### src/rtl/uart_link_agent.sv
// Serial-link agent: buffered UART transmitter driving rx_out plus a UART receive monitor on tx_in.
// Define UART_PARITY_EN to add one even-parity bit to both engines and the mon_parity_err output.
module uart_link_agent #(
    parameter int CLK_DIV    = 16,
    parameter int DATA_BITS  = 8,
    parameter int STOP_BITS  = 1,
    parameter int FIFO_DEPTH = 8
) (
    input  logic                        clk,
    input  logic                        reset,
    input  logic                        push_valid,
    input  logic [7:0]                  push_data,
    output logic                        push_ready,
    output logic                        rx_out,
    input  logic                        tx_in,
    output logic                        tx_busy,
    output logic [$clog2(FIFO_DEPTH):0] fifo_count,
    output logic                        mon_valid,
    output logic [7:0]                  mon_data,
    output logic                        mon_frame_err
`ifdef UART_PARITY_EN
    ,
    output logic                        mon_parity_err
`endif
);
    localparam int AW = $clog2(FIFO_DEPTH);
    localparam int CW = AW + 1;
    localparam int BW = $clog2(CLK_DIV);
    localparam logic [AW-1:0] PTR_ONE   = AW'(1);
    localparam logic [CW-1:0] CNT_ONE   = CW'(1);
    localparam logic [CW-1:0] CNT_FULL  = CW'(FIFO_DEPTH);
    localparam logic [BW-1:0] BIT_ONE   = BW'(1);
    localparam logic [BW-1:0] BIT_LAST  = BW'(CLK_DIV - 1);
    localparam logic [BW-1:0] HALF_LAST = BW'(CLK_DIV / 2 - 1);
    localparam logic [3:0]    DATA_LAST = 4'(DATA_BITS - 1);
    localparam logic [3:0]    STOP_LAST = 4'(STOP_BITS - 1);

    typedef enum logic [2:0] {
        ST_IDLE   = 3'd0,
        ST_START  = 3'd1,
        ST_DATA   = 3'd2,
`ifdef UART_PARITY_EN
        ST_PARITY = 3'd3,
`endif
        ST_STOP   = 3'd4
    } state_e;

`ifdef UART_PARITY_EN
    function automatic logic even_parity(input logic [DATA_BITS-1:0] d);
        return ^d;
    endfunction
`endif

    logic [DATA_BITS-1:0] fifo_mem_q [FIFO_DEPTH];
    logic [DATA_BITS-1:0] fifo_mem_d [FIFO_DEPTH];
    logic [AW-1:0]        wr_ptr_q, wr_ptr_d, rd_ptr_q, rd_ptr_d;
    logic [CW-1:0]        fifo_count_q, fifo_count_d;
    logic                 push_ready_q, push_ready_d;
    logic                 push_fire_s, pop_s, fifo_empty_s;
    logic [DATA_BITS-1:0] head_s;

    state_e               tx_state_q, tx_state_d;
    logic [BW-1:0]        tx_cnt_q, tx_cnt_d;
    logic [3:0]           tx_idx_q, tx_idx_d;
    logic [DATA_BITS-1:0] tx_shift_q, tx_shift_d;
    logic                 rx_out_q, rx_out_d, tx_busy_q, tx_busy_d;

    logic                 rx_sync1_q, rx_sync2_q, rx_prev_q;
    state_e               rx_state_q, rx_state_d;
    logic [BW-1:0]        rx_cnt_q, rx_cnt_d;
    logic [3:0]           rx_idx_q, rx_idx_d;
    logic [DATA_BITS-1:0] rx_shift_q, rx_shift_d;
    logic                 mon_valid_q, mon_valid_d, mon_frame_err_q, mon_frame_err_d;
    logic [7:0]           mon_data_q, mon_data_d;
`ifdef UART_PARITY_EN
    logic                 tx_par_q, tx_par_d, rx_par_q, rx_par_d;
    logic                 mon_parity_err_q, mon_parity_err_d;
    assign mon_parity_err = mon_parity_err_q;
`endif

    assign push_ready    = push_ready_q;
    assign fifo_count    = fifo_count_q;
    assign rx_out        = rx_out_q;
    assign tx_busy       = tx_busy_q;
    assign mon_valid     = mon_valid_q;
    assign mon_data      = mon_data_q;
    assign mon_frame_err = mon_frame_err_q;

    assign head_s       = fifo_mem_q[rd_ptr_q];
    assign fifo_empty_s = (fifo_count_q == {CW{1'b0}});
    // push_ready is the registered not-full flag, so a full FIFO refuses even during a pop
    assign push_fire_s  = push_valid && push_ready_q;

    // FIFO pointer, occupancy and storage update
    always_comb begin
        fifo_mem_d           = fifo_mem_q;
        fifo_mem_d[wr_ptr_q] = push_fire_s ? push_data[DATA_BITS-1:0] : fifo_mem_q[wr_ptr_q];
        wr_ptr_d             = push_fire_s ? (wr_ptr_q + PTR_ONE) : wr_ptr_q;
        rd_ptr_d             = pop_s ? (rd_ptr_q + PTR_ONE) : rd_ptr_q;
        case ({push_fire_s, pop_s})
            2'b10:   fifo_count_d = fifo_count_q + CNT_ONE;
            2'b01:   fifo_count_d = fifo_count_q - CNT_ONE;
            default: fifo_count_d = fifo_count_q;
        endcase
        push_ready_d = (fifo_count_d != CNT_FULL);
    end

    // Transmit FSM; rx_out is registered from the current state, so the line trails the state by one cycle
    always_comb begin
        tx_state_d = tx_state_q;
        tx_cnt_d   = tx_cnt_q;
        tx_idx_d   = tx_idx_q;
        tx_shift_d = tx_shift_q;
        pop_s      = 1'b0;
        rx_out_d   = 1'b1;
        case (tx_state_q)
            ST_IDLE: begin
                rx_out_d = 1'b1;
                if (!fifo_empty_s) begin
                    pop_s      = 1'b1;
                    tx_shift_d = head_s;
                    tx_cnt_d   = {BW{1'b0}};
                    tx_state_d = ST_START;
                end else begin
                    tx_state_d = ST_IDLE;
                end
            end
            ST_START: begin
                rx_out_d = 1'b0;
                if (tx_cnt_q == BIT_LAST) begin
                    tx_cnt_d   = {BW{1'b0}};
                    tx_idx_d   = 4'd0;
                    tx_state_d = ST_DATA;
                end else begin
                    tx_cnt_d = tx_cnt_q + BIT_ONE;
                end
            end
            ST_DATA: begin
                rx_out_d = tx_shift_q[0];
                if (tx_cnt_q == BIT_LAST) begin
                    tx_cnt_d   = {BW{1'b0}};
                    tx_shift_d = {1'b0, tx_shift_q[DATA_BITS-1:1]};
                    if (tx_idx_q == DATA_LAST) begin
                        tx_idx_d = 4'd0;
`ifdef UART_PARITY_EN
                        tx_state_d = ST_PARITY;
`else
                        tx_state_d = ST_STOP;
`endif
                    end else begin
                        tx_idx_d = tx_idx_q + 4'd1;
                    end
                end else begin
                    tx_cnt_d = tx_cnt_q + BIT_ONE;
                end
            end
`ifdef UART_PARITY_EN
            ST_PARITY: begin
                rx_out_d = tx_par_q;
                if (tx_cnt_q == BIT_LAST) begin
                    tx_cnt_d   = {BW{1'b0}};
                    tx_state_d = ST_STOP;
                end else begin
                    tx_cnt_d = tx_cnt_q + BIT_ONE;
                end
            end
`endif
            ST_STOP: begin
                rx_out_d = 1'b1;
                if (tx_cnt_q == BIT_LAST) begin
                    tx_cnt_d = {BW{1'b0}};
                    if (tx_idx_q == STOP_LAST) begin
                        tx_idx_d = 4'd0;
                        if (!fifo_empty_s) begin
                            pop_s      = 1'b1;
                            tx_shift_d = head_s;
                            tx_state_d = ST_START;
                        end else begin
                            tx_state_d = ST_IDLE;
                        end
                    end else begin
                        tx_idx_d = tx_idx_q + 4'd1;
                    end
                end else begin
                    tx_cnt_d = tx_cnt_q + BIT_ONE;
                end
            end
            default: begin
                rx_out_d   = 1'b1;
                tx_state_d = ST_IDLE;
            end
        endcase
        tx_busy_d = (tx_state_q != ST_IDLE) || !fifo_empty_s;
    end

`ifdef UART_PARITY_EN
    assign tx_par_d = pop_s ? even_parity(head_s) : tx_par_q;
`endif

    // Receive monitor FSM, sampling the synchronised line at mid-bit
    always_comb begin
        rx_state_d      = rx_state_q;
        rx_cnt_d        = rx_cnt_q;
        rx_idx_d        = rx_idx_q;
        rx_shift_d      = rx_shift_q;
        mon_valid_d     = 1'b0;
        mon_data_d      = mon_data_q;
        mon_frame_err_d = mon_frame_err_q;
`ifdef UART_PARITY_EN
        rx_par_d         = rx_par_q;
        mon_parity_err_d = mon_parity_err_q;
`endif
        case (rx_state_q)
            ST_IDLE: begin
                rx_cnt_d = {BW{1'b0}};
                if (rx_prev_q && !rx_sync2_q) begin
                    rx_state_d = ST_START;
                end else begin
                    rx_state_d = ST_IDLE;
                end
            end
            ST_START: begin
                if (rx_cnt_q == HALF_LAST) begin
                    rx_cnt_d   = {BW{1'b0}};
                    rx_idx_d   = 4'd0;
                    rx_state_d = rx_sync2_q ? ST_IDLE : ST_DATA;
                end else begin
                    rx_cnt_d = rx_cnt_q + BIT_ONE;
                end
            end
            ST_DATA: begin
                if (rx_cnt_q == BIT_LAST) begin
                    rx_cnt_d   = {BW{1'b0}};
                    rx_shift_d = {rx_sync2_q, rx_shift_q[DATA_BITS-1:1]};
                    if (rx_idx_q == DATA_LAST) begin
                        rx_idx_d = 4'd0;
`ifdef UART_PARITY_EN
                        rx_state_d = ST_PARITY;
`else
                        rx_state_d = ST_STOP;
`endif
                    end else begin
                        rx_idx_d = rx_idx_q + 4'd1;
                    end
                end else begin
                    rx_cnt_d = rx_cnt_q + BIT_ONE;
                end
            end
`ifdef UART_PARITY_EN
            ST_PARITY: begin
                if (rx_cnt_q == BIT_LAST) begin
                    rx_cnt_d   = {BW{1'b0}};
                    rx_par_d   = rx_sync2_q;
                    rx_state_d = ST_STOP;
                end else begin
                    rx_cnt_d = rx_cnt_q + BIT_ONE;
                end
            end
`endif
            ST_STOP: begin
                if (rx_cnt_q == BIT_LAST) begin
                    rx_cnt_d        = {BW{1'b0}};
                    mon_valid_d     = 1'b1;
                    mon_data_d      = 8'(rx_shift_q);
                    mon_frame_err_d = !rx_sync2_q;
`ifdef UART_PARITY_EN
                    mon_parity_err_d = rx_par_q ^ even_parity(rx_shift_q);
`endif
                    rx_state_d = ST_IDLE;
                end else begin
                    rx_cnt_d = rx_cnt_q + BIT_ONE;
                end
            end
            default: rx_state_d = ST_IDLE;
        endcase
    end

    // FIFO storage is a pure data path and carries no reset
    always_ff @(posedge clk) begin
        fifo_mem_q <= fifo_mem_d;
    end

    // Transmit-side state registers
    always_ff @(posedge clk) begin
        if (reset) begin
            wr_ptr_q     <= {AW{1'b0}};
            rd_ptr_q     <= {AW{1'b0}};
            fifo_count_q <= {CW{1'b0}};
            push_ready_q <= 1'b1;
            tx_state_q   <= ST_IDLE;
            tx_cnt_q     <= {BW{1'b0}};
            tx_idx_q     <= 4'd0;
            tx_shift_q   <= {DATA_BITS{1'b0}};
            rx_out_q     <= 1'b1;
            tx_busy_q    <= 1'b0;
`ifdef UART_PARITY_EN
            tx_par_q     <= 1'b0;
`endif
        end else begin
            wr_ptr_q     <= wr_ptr_d;
            rd_ptr_q     <= rd_ptr_d;
            fifo_count_q <= fifo_count_d;
            push_ready_q <= push_ready_d;
            tx_state_q   <= tx_state_d;
            tx_cnt_q     <= tx_cnt_d;
            tx_idx_q     <= tx_idx_d;
            tx_shift_q   <= tx_shift_d;
            rx_out_q     <= rx_out_d;
            tx_busy_q    <= tx_busy_d;
`ifdef UART_PARITY_EN
            tx_par_q     <= tx_par_d;
`endif
        end
    end

    // Monitor registers; synchroniser resets high so no false edge follows reset
    always_ff @(posedge clk) begin
        if (reset) begin
            rx_sync1_q      <= 1'b1;
            rx_sync2_q      <= 1'b1;
            rx_prev_q       <= 1'b1;
            rx_state_q      <= ST_IDLE;
            rx_cnt_q        <= {BW{1'b0}};
            rx_idx_q        <= 4'd0;
            rx_shift_q      <= {DATA_BITS{1'b0}};
            mon_valid_q     <= 1'b0;
            mon_data_q      <= 8'h00;
            mon_frame_err_q <= 1'b0;
`ifdef UART_PARITY_EN
            rx_par_q         <= 1'b0;
            mon_parity_err_q <= 1'b0;
`endif
        end else begin
            rx_sync1_q      <= tx_in;
            rx_sync2_q      <= rx_sync1_q;
            rx_prev_q       <= rx_sync2_q;
            rx_state_q      <= rx_state_d;
            rx_cnt_q        <= rx_cnt_d;
            rx_idx_q        <= rx_idx_d;
            rx_shift_q      <= rx_shift_d;
            mon_valid_q     <= mon_valid_d;
            mon_data_q      <= mon_data_d;
            mon_frame_err_q <= mon_frame_err_d;
`ifdef UART_PARITY_EN
            rx_par_q         <= rx_par_d;
            mon_parity_err_q <= mon_parity_err_d;
`endif
        end
    end
endmodule

### config.mk
export PLATFORM = sky130hd
export DESIGN_NAME = uart_link_agent
export DESIGN_NICKNAME = d
export VERILOG_FILES = /design/src/rtl/uart_link_agent.sv
export SDC_FILE = /design/constraint.sdc
export NUM_CORES = 1
export LEC_CHECK = 0
export ABC_CLOCK_PERIOD_IN_PS = 2650
export BUFFER_PORTS_ARGS = -buffer_cell sky130_fd_sc_hd__buf_2
export CAP_MARGIN = 20
export CORE_MARGIN = 2
export CORE_UTILIZATION = 51
export CTS_CLUSTER_SIZE = 24
export DETAILED_ROUTE_END_ITERATION = 7
export GPL_ROUTABILITY_DRIVEN = 0
export HOLD_SLACK_MARGIN = 0.12
export PLACE_DENSITY = 0.71
export SLEW_MARGIN = 0
export SYNTH_ARGS = -nofsm -noshare
export SYNTH_HDL_FRONTEND = slang
export SYNTH_SLANG_ARGS = --single-unit
### constraint.sdc
create_clock -name clk -period 2.65 [get_ports clk]
set_input_delay 0.53 -clock clk [delete_from_list [all_inputs] [get_ports clk]]
set_output_delay 0.53 -clock clk [all_outputs]
set_load 0.1 [all_outputs]
Word level (Yosys, flattened, before mapping)
Index checks and enable logic that the tools add are counted.
- bits in latches: 0
- memories kept: 0
- register bits: 128
- bits in writable memories: 0
- memory bits (read-only): 0
- output and inout port bits: 17
- bits of input ports: 12
- equal/unequal tests: 24
- reduce and logical (&&, ||, !) cells: 27
- magnitude comparators: 3
- add/sub/neg operators: 8
- bitwise operators: 3
- muxes and demuxes: 52
- multiply operators: 0
- div/mod/pow operators: 0
- shift-type cells: 0
- operators with widths (kind ; number):
    $mux 8 ; 10
    $bwmux 64 ; 1
    $bmux 8 s3 ; 2
    $mux 4 ; 12
    $mux 3 ; 9
    $demux 8 s3 ; 1
    $pmux 3 s4 ; 2
    $pmux 4 s2 ; 3
    $pmux 4 s3 ; 2
    $pmux 8 s3 ; 1
    $add 4x1->4 const B ; 5
    $ne 2x2->1 const B ; 10
    $eq 4x3->1 const B ; 3
    $reduce_and 4->1 ; 3
    $reduce_bool 3->1 ; 4
    $eq 4x4->1 const B ; 2
    $ge 4x4->1 const B ; 2
    $logic_not 4->1 ; 2
    $not 3->4 ; 2
    $add 3x1->3 const B ; 2
    $eq 3x1->1 const B ; 2
    $eq 3x2->1 const B ; 2
    $eq 3x3->1 const B ; 2
    $logic_not 3->1 ; 2
    18 further kinds ; 31

Logic depth before layout (Yosys ltp)
Gate-level depths: netlist (run 1).
- depth after elaboration: 8
- mapped depth: 12
- mapped depth without buffers: 12

Least setup slack after synthesis (run 1)
OpenSTA, ideal clock, no wires.
- path type: reg-to-reg
- from: register fifo_count_q[1], in the netlist fifo_count[1]
- to: register fifo_count_q[3], in the netlist fifo_count[3]
- slack: -0.813 ns
- arrival time: 3.334 ns
- cell stages (with the launch flop): 12
- path buffers: 2
- data required time: 2.521 ns
- cell sequence: dfxtp_1 > buf_2 > nor4_2 > nor3_1 > nand2_1 > inv_1 > ha_1 > buf_2 > or3b_2 > mux2i_1 > o21ai_0 > nor3b_1
- cells in the longest elaborated chain, start to end: 7
- elaborated cells between the ends (all ways): 10
- those cells by class: add/sub (2); eq/ne (2); mux (5); reduce/logical (1)
- RTL lines (element ; RTL line ; source):
    start: declaration ; 57 ; logic [CW-1:0] fifo_count_q, fifo_count_d;
    start signal: assignment ; 288 ; fifo_count_q <= {CW{1'b0}};
    start signal: assignment ; 302 ; fifo_count_q <= fifo_count_d;
    $logic_not 4->1 ; 90 ; assign fifo_empty_s = (fifo_count_q == {CW{1'b0}});
    $mux 1 ; 119, 174 ;
    $mux 1 ; 172 ; if (tx_idx_q == STOP_LAST) begin
    $mux 1 ; 170 ; if (tx_cnt_q == BIT_LAST) begin
    $pmux 1 s2 ; 116 ; case (tx_state_q)
    $eq 2x1->1 / $eq 2x2->1 (equally long branches) ; 100 ; case ({push_fire_s, pop_s})
    $pmux 4 s2 * ; 100 ;
Mark *: on every way between the ends. The rest lies on a longest branch, timed or not.
A chain may end at the register's enable or synchronous reset.

Worst setup path after layout (run 1)
- from: register tx_idx_q[1]
- to: register push_ready_q, in the netlist push_ready
- cells in the longest elaborated chain, start to end: 7
- elaborated cells between the ends (all ways): 8
- those cells by class: eq/ne (3); mux (4); reduce/logical (1)
- RTL lines (element ; RTL line ; source):
    start: declaration ; 64 ; logic [3:0] tx_idx_q, tx_idx_d;
    start signal: assignment ; 306 ; tx_idx_q <= tx_idx_d;
    $logic_not 4->1 * ; 172 ;
    $mux 1 * ; 172 ;
    $mux 1 * ; 170 ;
    $pmux 1 s2 * ; 116 ;
    $eq 2x1->1 / $eq 2x2->1 (equally long branches) ; 100 ;
    $pmux 4 s2 * ; 100 ;
    $ne 4x4->1 * ; 105 ; push_ready_d = (fifo_count_d != CNT_FULL);
    end signal: assignment ; 303 ; push_ready_q <= push_ready_d;
    end: declaration ; 58 ; logic push_ready_q, push_ready_d;
Marks and branches as above.

==> results of run 1 <==
## power by group through the flow
stage | sequential, mW | clock [mW] | combinational, mW
2_1_floorplan | 2.86 | 0 | 1.45
3_3_place_gp | 2.65 | 0 | 2.06
3_5_place_dp | 2.67 | 0 | 2.11
4_1_cts | 2.63 | 2.33 | 2.12
5_1_grt | 2.67 | 2.42 | 2.40
6_report | 2.64 | 2.30 | 2.19
## worst max-delay path: stages (launching register included)
cell,delay (ps)
dfxtp_1,330
inv_1,60
ha_1,120
or3b_4,390
o21ai_4,240
nand3_4,130
xnor2_2,170
ha_1,190
a21oi_2,120
nor3_1,70
o31a_1,260
nor4_1,230
nand3b_1,100
## stage by stage
step	setup slack (ps)	cell area, um2	power, mW	setup TNS [ps]
6_report	111	7040	7.13	0
5_1_grt	-8.30	7040	7.49	-8.30
4_1_cts	51.9	6980	7.09	0
3_5_place_dp	71.2	6400	4.78	0
3_3_place_gp	121	6400	4.71	0
2_1_floorplan	2.61	6050	4.31	0
## final timing paths
check        cells after the start                     to  slack (ps)
max                             12  push_ready$_SDFF_PP1_         110
min                              2  rx_sync1_q$_SDFF_PP1_         290
max reg2reg                     12  push_ready$_SDFF_PP1_         110
min reg2reg                      1  rx_sync2_q$_SDFF_PP1_         410
## layout by cell type, fill, tap and decap left out, types with 6 or more instances in the layout
cell       netlist  routed
o21ai_0         22      21
nand2_1         30      29
clkbuf_16        0      17
buf_2            4      28
a221oi_1         7       7
mux4_2          20      20
nor2_1          80      80
mux2i_1         42      41
clkbuf_1        22       8
nand3_1         11      10
buf_4            1      24
nor3_1          10       8
edfxtp_1        64      64
dfxtp_1         64      59
nor2b_1         12      12
ha_1             9       9
a22oi_1          7       7
a21oi_1         36      35
mux2_2           6       6
## flip-flops by register name (all words and copies together) (netlist names), 3 cells and up
name and flops:
mon_data 8, rd_ptr_q 3, tx_state_q 3, rx_state_q 3, rx_shift_q 8, rx_idx_q 4, tx_shift_q 8, fifo_count 4
tx_idx_q 4, fifo_mem_q 64, tx_cnt_q 4, wr_ptr_q 3, rx_cnt_q 4
## cell type report
cell class / count / area share
clock buffers: 26 / 0.0667
clock inverters: 6 / 0.0158
inverters: 6 / 0.00320
multi-input cells: 369 / 0.386
flip-flops and latches: 128 / 0.458
well taps: 143 / 0.0254
repair buffers: 52 / 0.0455
## logic make-up (layout without fill, tap and decap cells)
family,Yosys count,after routing,share of synthesized area
XOR/XNOR,7,7,0.0102
multiplexers,68,68,0.156
AND/OR/NAND/NOR,188,188,0.153
AO/OA/AOI/OAI,96,96,0.0996
buffers and inverters,39,90,0.0283
adder cells (fa/ha/maj),10,10,0.0204
flip-flops,128,128,0.532
## per-layer routing
metal | track usage | routed length [um] | up-vias
li1 | - | - | 2061
met1 | 0.265 | 5560 | 2059
met2 | 0.337 | 6300 | 67
met3 | 0.0670 | 545 | 16
met4 | 0.0862 | 170 | 0
met5 | 0 | 0 | -
## timing repair
item,in CTS,in global routing
hold buffers,0,0
endpoints found under the hold margin,0,0
setup endpoints to repair,0,2
gates resized for setup,0,13
==> impl_metrics.toml, run 1 <==
[outcome]
status = "finished, final reports clean"

[power_and_ir_drop]
p_leak_nw = 2.56
p_int_mw = 4.84
powerDensity_mw_per_mm2 = 1010
clkPwrFrac = 0.323
power.switching_mw = 2.29
ir_drop_mv = 0.815
pwr-share-comb = 0.307
switching_share = 0.321
power_frac_seq = 0.370

[cells_and_area]
fin_util = 0.614
syn2layout_area_growth_pct = 16.9
fin_cells = 730
nets = 595
register_area_mm2 = 0.00322
nFillCells = 908
diodes = 0
multi_input_area_mm2 = 0.00271
drive_above_1_share = 0.220

[detailed_routing]
drt_pass1_iterations = 4
vias_per_cell = 5.76
drtIter0Drc = 321
drc_errors = 0
vias = 4203
wire_per_inst_um = 17.2
antenna_left = 0
drt-total-wl_um = 12600

[sta]
slew_headroom = 0.476
finalHoldViolations = 0
slew_violations = 0
max_freq_mhz = 394
setup_viol = 0
tightest_slew_ps = 786
finalClockSkew_ps = 10.2
period_share = 0.958
hold_slack_ps = 286
min_period_ps = 2540

[yosys]
synth_top_area_frac = 0.319
yosysMostFrequentCell = "nor2_1"
syn_area_mm2 = 0.00602
syn-num-nets = 557
async_flop_share = 0
yosysWarnings = 0
syn_inst = 536
synthTopCellsByArea = "edfxtp_1 32%, dfxtp_1 21%, mux4_2 7.5%, mux2i_1 7.0%, nor2_1 5.0%"
synth_top_cells_by_count = "80 x nor2_1, 64 x dfxtp_1, 64 x edfxtp_1"
synth_edf_count = 64
ys_types = 63
synth_seq_area_share = 0.532
synth_seq_cells = 128
post_synth.cell_area_avg_um2 = 11.2
yosysTopAreaCell = "edfxtp_1"
ys.flop_type = "edfxtp_1"

[critical_path]
crit_required_ps = 2960
worstSetupPathType = "register to register"
cp-startpoint = "tx_idx_q[1]$_SDFFE_PP0P_"
reg2reg_from = "tx_idx_q[1]$_SDFFE_PP0P_"
critPathMaxFanout = 4
start_kind = "register"
endpoint_kind = "register"
cp_data_arrival_time_ps = 2850

[grt]
overflow = 0
antenna_found_initial = 0
grt_pass1_vias = 4067
grt_max_degree = 44
grt_pass1_wl_um = 20300
grtUsageTotal = 0.210

[place]
place_inst = 698
port_buffers = 28
hpwl_um = 8250

[die]
dieArea_mm2 = 0.0127
start_util = 0.525
fp.coreArea_mm2 = 0.0115
rows = 39
die_x_um = 113
io-pin-count = 29
die_h_um = 113

[clock_network]
numCtsBuffers = 17
post-cts-setup-buffers = 0
cts-root-buf = "clkbuf_16"
cts.htree.levels = 4
cts_tree = "built"
clk_path_buf_depth = 2
clk_latency_ps = 430
cts.clk_slew.worst_paths_ps = 50
cts.sinks = 128

[hold_path]
worstHoldStart = "tx_in"
hp-class = "input port to register"

[job]
cap_violations = 0
Power figures use the tool's default switching activity.
==> inputs of run 2 (changes only) <==
--- a/config.mk
+++ b/config.mk
@@ -15,6 +15,7 @@
 export GPL_ROUTABILITY_DRIVEN = 0
 export HOLD_SLACK_MARGIN = 0.12
 export PLACE_DENSITY = 0.71
+export RECOVER_POWER = 50
 export SLEW_MARGIN = 0
 export SYNTH_ARGS = -nofsm -noshare
 export SYNTH_HDL_FRONTEND = slang
==> run 2 against run 1 <==
Critical path type unchanged. Sequential power barely moved. Sequential share of layout area rose by 0.073 points. Global-route usage did not move. Die area did not move. Largest power group unchanged.
==> impl_metrics.toml, run 2 (synthesis gave the netlist of run 1 again) <==
[power_and_ir_drop]
pwr-share-comb = 0.306
power.switching_mw = 2.30
powerDensity_mw_per_mm2 = 1010
p_total_mw = 7.13
power_frac_seq = 0.370
switching_share = 0.322
p_int_mw = 4.83
clkPwrFrac = 0.323
p_leak_nw = 2.54
ir_drop_mv = 0.815

[place]
hpwl_um = 8250
place_ws_ps = 71.2
place_inst = 698
dpl_cell_area_mm2 = 0.00640
port_buffers = 28

[clock_network]
numCtsBuffers = 17
cts.clk_slew.worst_paths_ps = 50
cts.sinks = 128
clk_path_buf_depth = 2
holdBufCountCts = 0
cts_resized = 0
cts-root-buf = "clkbuf_16"
post-cts-setup-buffers = 0
cts.htree.levels = 4
clk_latency_ps = 430
cts_tree = "built"

[sta]
max_freq_mhz = 393
min_period_ps = 2540
hold_slack_ps = 284
final.setup.tns_ps = 0
tightest_slew_ps = 1170
finalClockSkew_ps = 8.51
period_share = 0.959
finalHoldViolations = 0
setup_ws_ps = 108
slew_violations = 0
setup_viol = 0
slew_headroom = 0.225

[die]
fp.coreArea_mm2 = 0.0115
dieArea_mm2 = 0.0127
io-pin-count = 29
die_h_um = 113
rows = 39
start_util = 0.525
die_x_um = 113

[detailed_routing]
vias_per_cell = 5.76
vias = 4205
wire_per_inst_um = 17.3
drt_pass1_iterations = 4
antenna_left = 0
drc_errors = 0
drtIter0Drc = 321
drt-total-wl_um = 12600

[grt]
grt_max_degree = 44
grt_pass1_wl_um = 20300
grt_pass1_vias = 4067
antenna_found_initial = 0
overflow = 0
grtUsageTotal = 0.210

[critical_path]
start_kind = "register"
endpoint_kind = "register"
critPathMaxFanout = 4
cp_data_arrival_time_ps = 2850
crit_required_ps = 2960
worstSetupPathType = "register to register"

[cells_and_area]
nets = 595
final_common_cell = "nor2_1"
design_area_mm2 = 0.00703
final_cell_mix = "80 x nor2_1, 64 x edfxtp_1, 59 x dfxtp_1, 41 x mux2i_1, 35 x a21oi_1"
syn2layout_area_growth_pct = 16.8
drive_above_1_share = 0.211
fin_util = 0.613
diodes = 0
fin_cells = 730
top_register = "fifo_mem_q"
nFillCells = 909
largest_register_ffs = 64

[hold_path]
hp-class = "input port to register"

[job]
cap_violations = 0

[outcome]
status = "finished, final reports clean"
run 2: changes by cell type in the layout (fill, tap and decap cells not counted):
cell / delta
buf_2: -3
clkbuf_1: +5
buf_4: -2
run 2: power by group through the flow:
stage	Clock [mW]	Sequential, mW	Combinational (mW)
2_1_floorplan	0	2.86	1.45
3_3_place_gp	0	2.65	2.06
3_5_place_dp	0	2.67	2.11
4_1_cts	2.33	2.63	2.12
5_1_grt	2.42	2.67	2.39
6_report	2.30	2.64	2.18
run 2: worst paths after layout:
check,startpoint,end,slack (ps),depth (start not counted)
setup / recovery,tx_idx_q[1]$_SDFFE_PP0P_,push_ready$_SDFF_PP1_,110,12
hold / removal,tx_in,rx_sync1_q$_SDFF_PP1_,280,2
setup reg to reg,tx_idx_q[1]$_SDFFE_PP0P_,push_ready$_SDFF_PP1_,110,12
hold reg to reg,rx_sync1_q$_SDFF_PP1_,rx_sync2_q$_SDFF_PP1_,410,1
run 2: layout make-up:
class | count | area, um2 | share of cell area
Sequential cell | 128 | 3220 | 0.459
Multi-Input combinational cell | 369 | 2710 | 0.386
Clock buffer | 26 | 469 | 0.0668
Timing Repair Buffer | 52 | 309 | 0.0440
Tap cell | 143 | 179 | 0.0255
Clock inverter | 6 | 111 | 0.0158
Inverter | 6 | 22.5 | 0.00321
run 2: critical path: stages, from the launching register on:
cell      delay, ps
dfxtp_1         330
inv_1            60
ha_1            120
or3b_4          390
o21ai_4         240
nand3_4         130
xnor2_2         170
ha_1            190
a21oi_2         120
nor3_1           70
o31a_1          260
nor4_1          230
nand3b_1        100
run 2: per-layer routing:
layer,share of wire,up-vias,wire length (um),track usage
li1,-,2062,-,-
met1,0.44,2058,5590,0.265
met2,0.50,71,6290,0.337
met3,0.045,14,562,0.0670
met4,0.013,0,163,0.0862
met5,0,-,0,0
==> inputs of run 3 (changes only) <==
--- a/config.mk
+++ b/config.mk
@@ -5,8 +5,8 @@
 export SDC_FILE = /design/constraint.sdc
 export NUM_CORES = 1
 export LEC_CHECK = 0
-export ABC_CLOCK_PERIOD_IN_PS = 2650
-export BUFFER_PORTS_ARGS = -buffer_cell sky130_fd_sc_hd__buf_2
+export ABC_CLOCK_PERIOD_IN_PS = 2700
+export BUFFER_PORTS_ARGS = -buffer_cell sky130_fd_sc_hd__buf_4
 export CAP_MARGIN = 20
 export CORE_MARGIN = 2
 export CORE_UTILIZATION = 51
@@ -14,7 +14,7 @@
 export DETAILED_ROUTE_END_ITERATION = 7
 export GPL_ROUTABILITY_DRIVEN = 0
 export HOLD_SLACK_MARGIN = 0.12
-export PLACE_DENSITY = 0.71
+export PLACE_DENSITY = 0.68
 export RECOVER_POWER = 50
 export SLEW_MARGIN = 0
 export SYNTH_ARGS = -nofsm -noshare
==> constraint.sdc (replaced) <==
create_clock -name clk -period 2.7 [get_ports clk]
set_input_delay 0.54 -clock clk [delete_from_list [all_inputs] [get_ports clk]]
set_output_delay 0.54 -clock clk [all_outputs]
set_load 0.1 [all_outputs]
==> run 3 against run 2 <==
Combinational power fell by 3%. Final area fell by 1.0%. Sequential power fell by 2%. Largest power group unchanged. Worst hold slack improved by 21 ps. Maximum frequency fell by 0.28%. Non-clock buffer count rose by 2. Largest cell class unchanged.
==> impl_metrics.toml, run 3 (synthesis gave the netlist of run 1 again) <==
[grt]
grtUsageTotal = 0.208
grt_pass1_vias = 4100
grt_max_degree = 65
grt_pass1_wl_um = 20600
antenna_found_initial = 0
overflow = 0

[sta]
period_share = 0.944
final.setup.tns_ps = 0
max_freq_mhz = 392
setup_ws_ps = 151
min_period_ps = 2550
tightest_slew_ps = 1280
setup_viol = 0
slew_violations = 0
rsz0062_at_grt = "no"
finalHoldViolations = 0
finalClockSkew_ps = 5.96
slew_headroom = 0.144

[critical_path]
cp_data_arrival_time_ps = 2800
worstSetupPathType = "register to register"
start_kind = "register"
endpoint_kind = "register"
crit_required_ps = 2950
critPathMaxFanout = 4

[cells_and_area]
fin_cells = 732
design_area_mm2 = 0.00696
final_cell_mix = "81 x nor2_1, 64 x edfxtp_1, 58 x dfxtp_1, 41 x mux2i_1, 36 x a21oi_1"
drive_above_1_share = 0.185
top_register = "fifo_mem_q"
largest_register_ffs = 64
diodes = 0
nets = 597
final_common_cell = "nor2_1"
syn2layout_area_growth_pct = 15.6

[die]
start_util = 0.525
die_h_um = 113
rows = 39
fp.coreArea_mm2 = 0.0115
io-pin-count = 29
dieArea_mm2 = 0.0127
die_x_um = 113

[hold_path]
hp-class = "input port to register"

[clock_network]
holdBufCountCts = 0
numCtsBuffers = 17
cts.sinks = 128
cts-root-buf = "clkbuf_16"
cts_tree = "built"
cts.clk_slew.worst_paths_ps = 50
clk_path_buf_depth = 2
clk_latency_ps = 420
cts.htree.levels = 4

[power_and_ir_drop]
p_leak_nw = 2.46
ir_drop_mv = 0.832
powerDensity_mw_per_mm2 = 971

[place]
place_ws_ps = 32.5
place_inst = 699
port_buffers = 28
hpwl_um = 8230
dpl_cell_area_mm2 = 0.00647

[detailed_routing]
drc_errors = 0
vias_per_cell = 5.72
antenna_left = 0
wire_per_inst_um = 17.1
drt_pass1_iterations = 5
vias = 4184
drtIter0Drc = 304
drt-total-wl_um = 12500

[job]
cap_violations = 0

[outcome]
status = "finished, final reports clean"
-- run 3: path summary, 6_finish.rpt --
kind                                  from                  endpoint  slack, ps  depth (start not counted)
hold / removal                       tx_in     rx_sync1_q$_SDFF_PP1_        310                          2
hold reg to reg      rx_sync1_q$_SDFF_PP1_     rx_sync2_q$_SDFF_PP1_        410                          1
setup / recovery  tx_idx_q[0]$_SDFFE_PP0P_  fifo_count[3]$_SDFF_PP0_        150                         11
setup reg to reg  tx_idx_q[0]$_SDFFE_PP0P_  fifo_count[3]$_SDFF_PP0_        150                         11
-- run 3: area by class of cell --
class | instances | area, um2
multi-input combinational | 369 | 2680
clock buffer | 23 | 478
inverter | 6 | 22.5
fill | 938 | 4510
clock inverter | 9 | 61.3
tap | 143 | 179
timing repair buffer | 54 | 309
sequential | 128 | 3220
-- run 3: power by group --
part | total (mW) | switching (mW) | internal [mW] | leakage (nW)
Sequential | 2.59 | 0.194 | 2.39 | 1.11
Clock | 2.05 | 0.812 | 1.24 | 0.263
Combinational | 2.12 | 1.25 | 0.866 | 1.09
-- run 3: repair_timing --
action                                  in CTS  in global routing
endpoints found under the setup margin       0                  2
gates resized for setup                      0                 14
setup buffers                                0                  1
-- run 3: routing by layer --
layer,GRT usage,vias up,part of all wire
met2,0.350,86,0.50
li1,-,2067,-
met3,0.0583,11,0.052
met5,0,-,0
met4,0.0569,0,0.0098
met1,0.266,2020,0.44
-- run 3: metrics by stage --
step                      total power, mW  hold WS (ps)   util
final                                6.76           305  0.607
after global routing                 7.12           294  0.607
after CTS                            6.80           294  0.612
after detailed placement             4.73           399  0.565
after global placement               4.67           394  0.565
after floorplan                      4.23           389      -
-- run 3: worst max-delay path: stages (launching register included) --
cell and delay, ps:
dfxtp_1 300, inv_1 70, ha_1 130, or3b_4 390, o21ai_4 190, nand2_1 110, inv_2 90, ha_1 240
or3b_4 400, mux2i_2 200, o21ai_1 100, nor3b_2 160
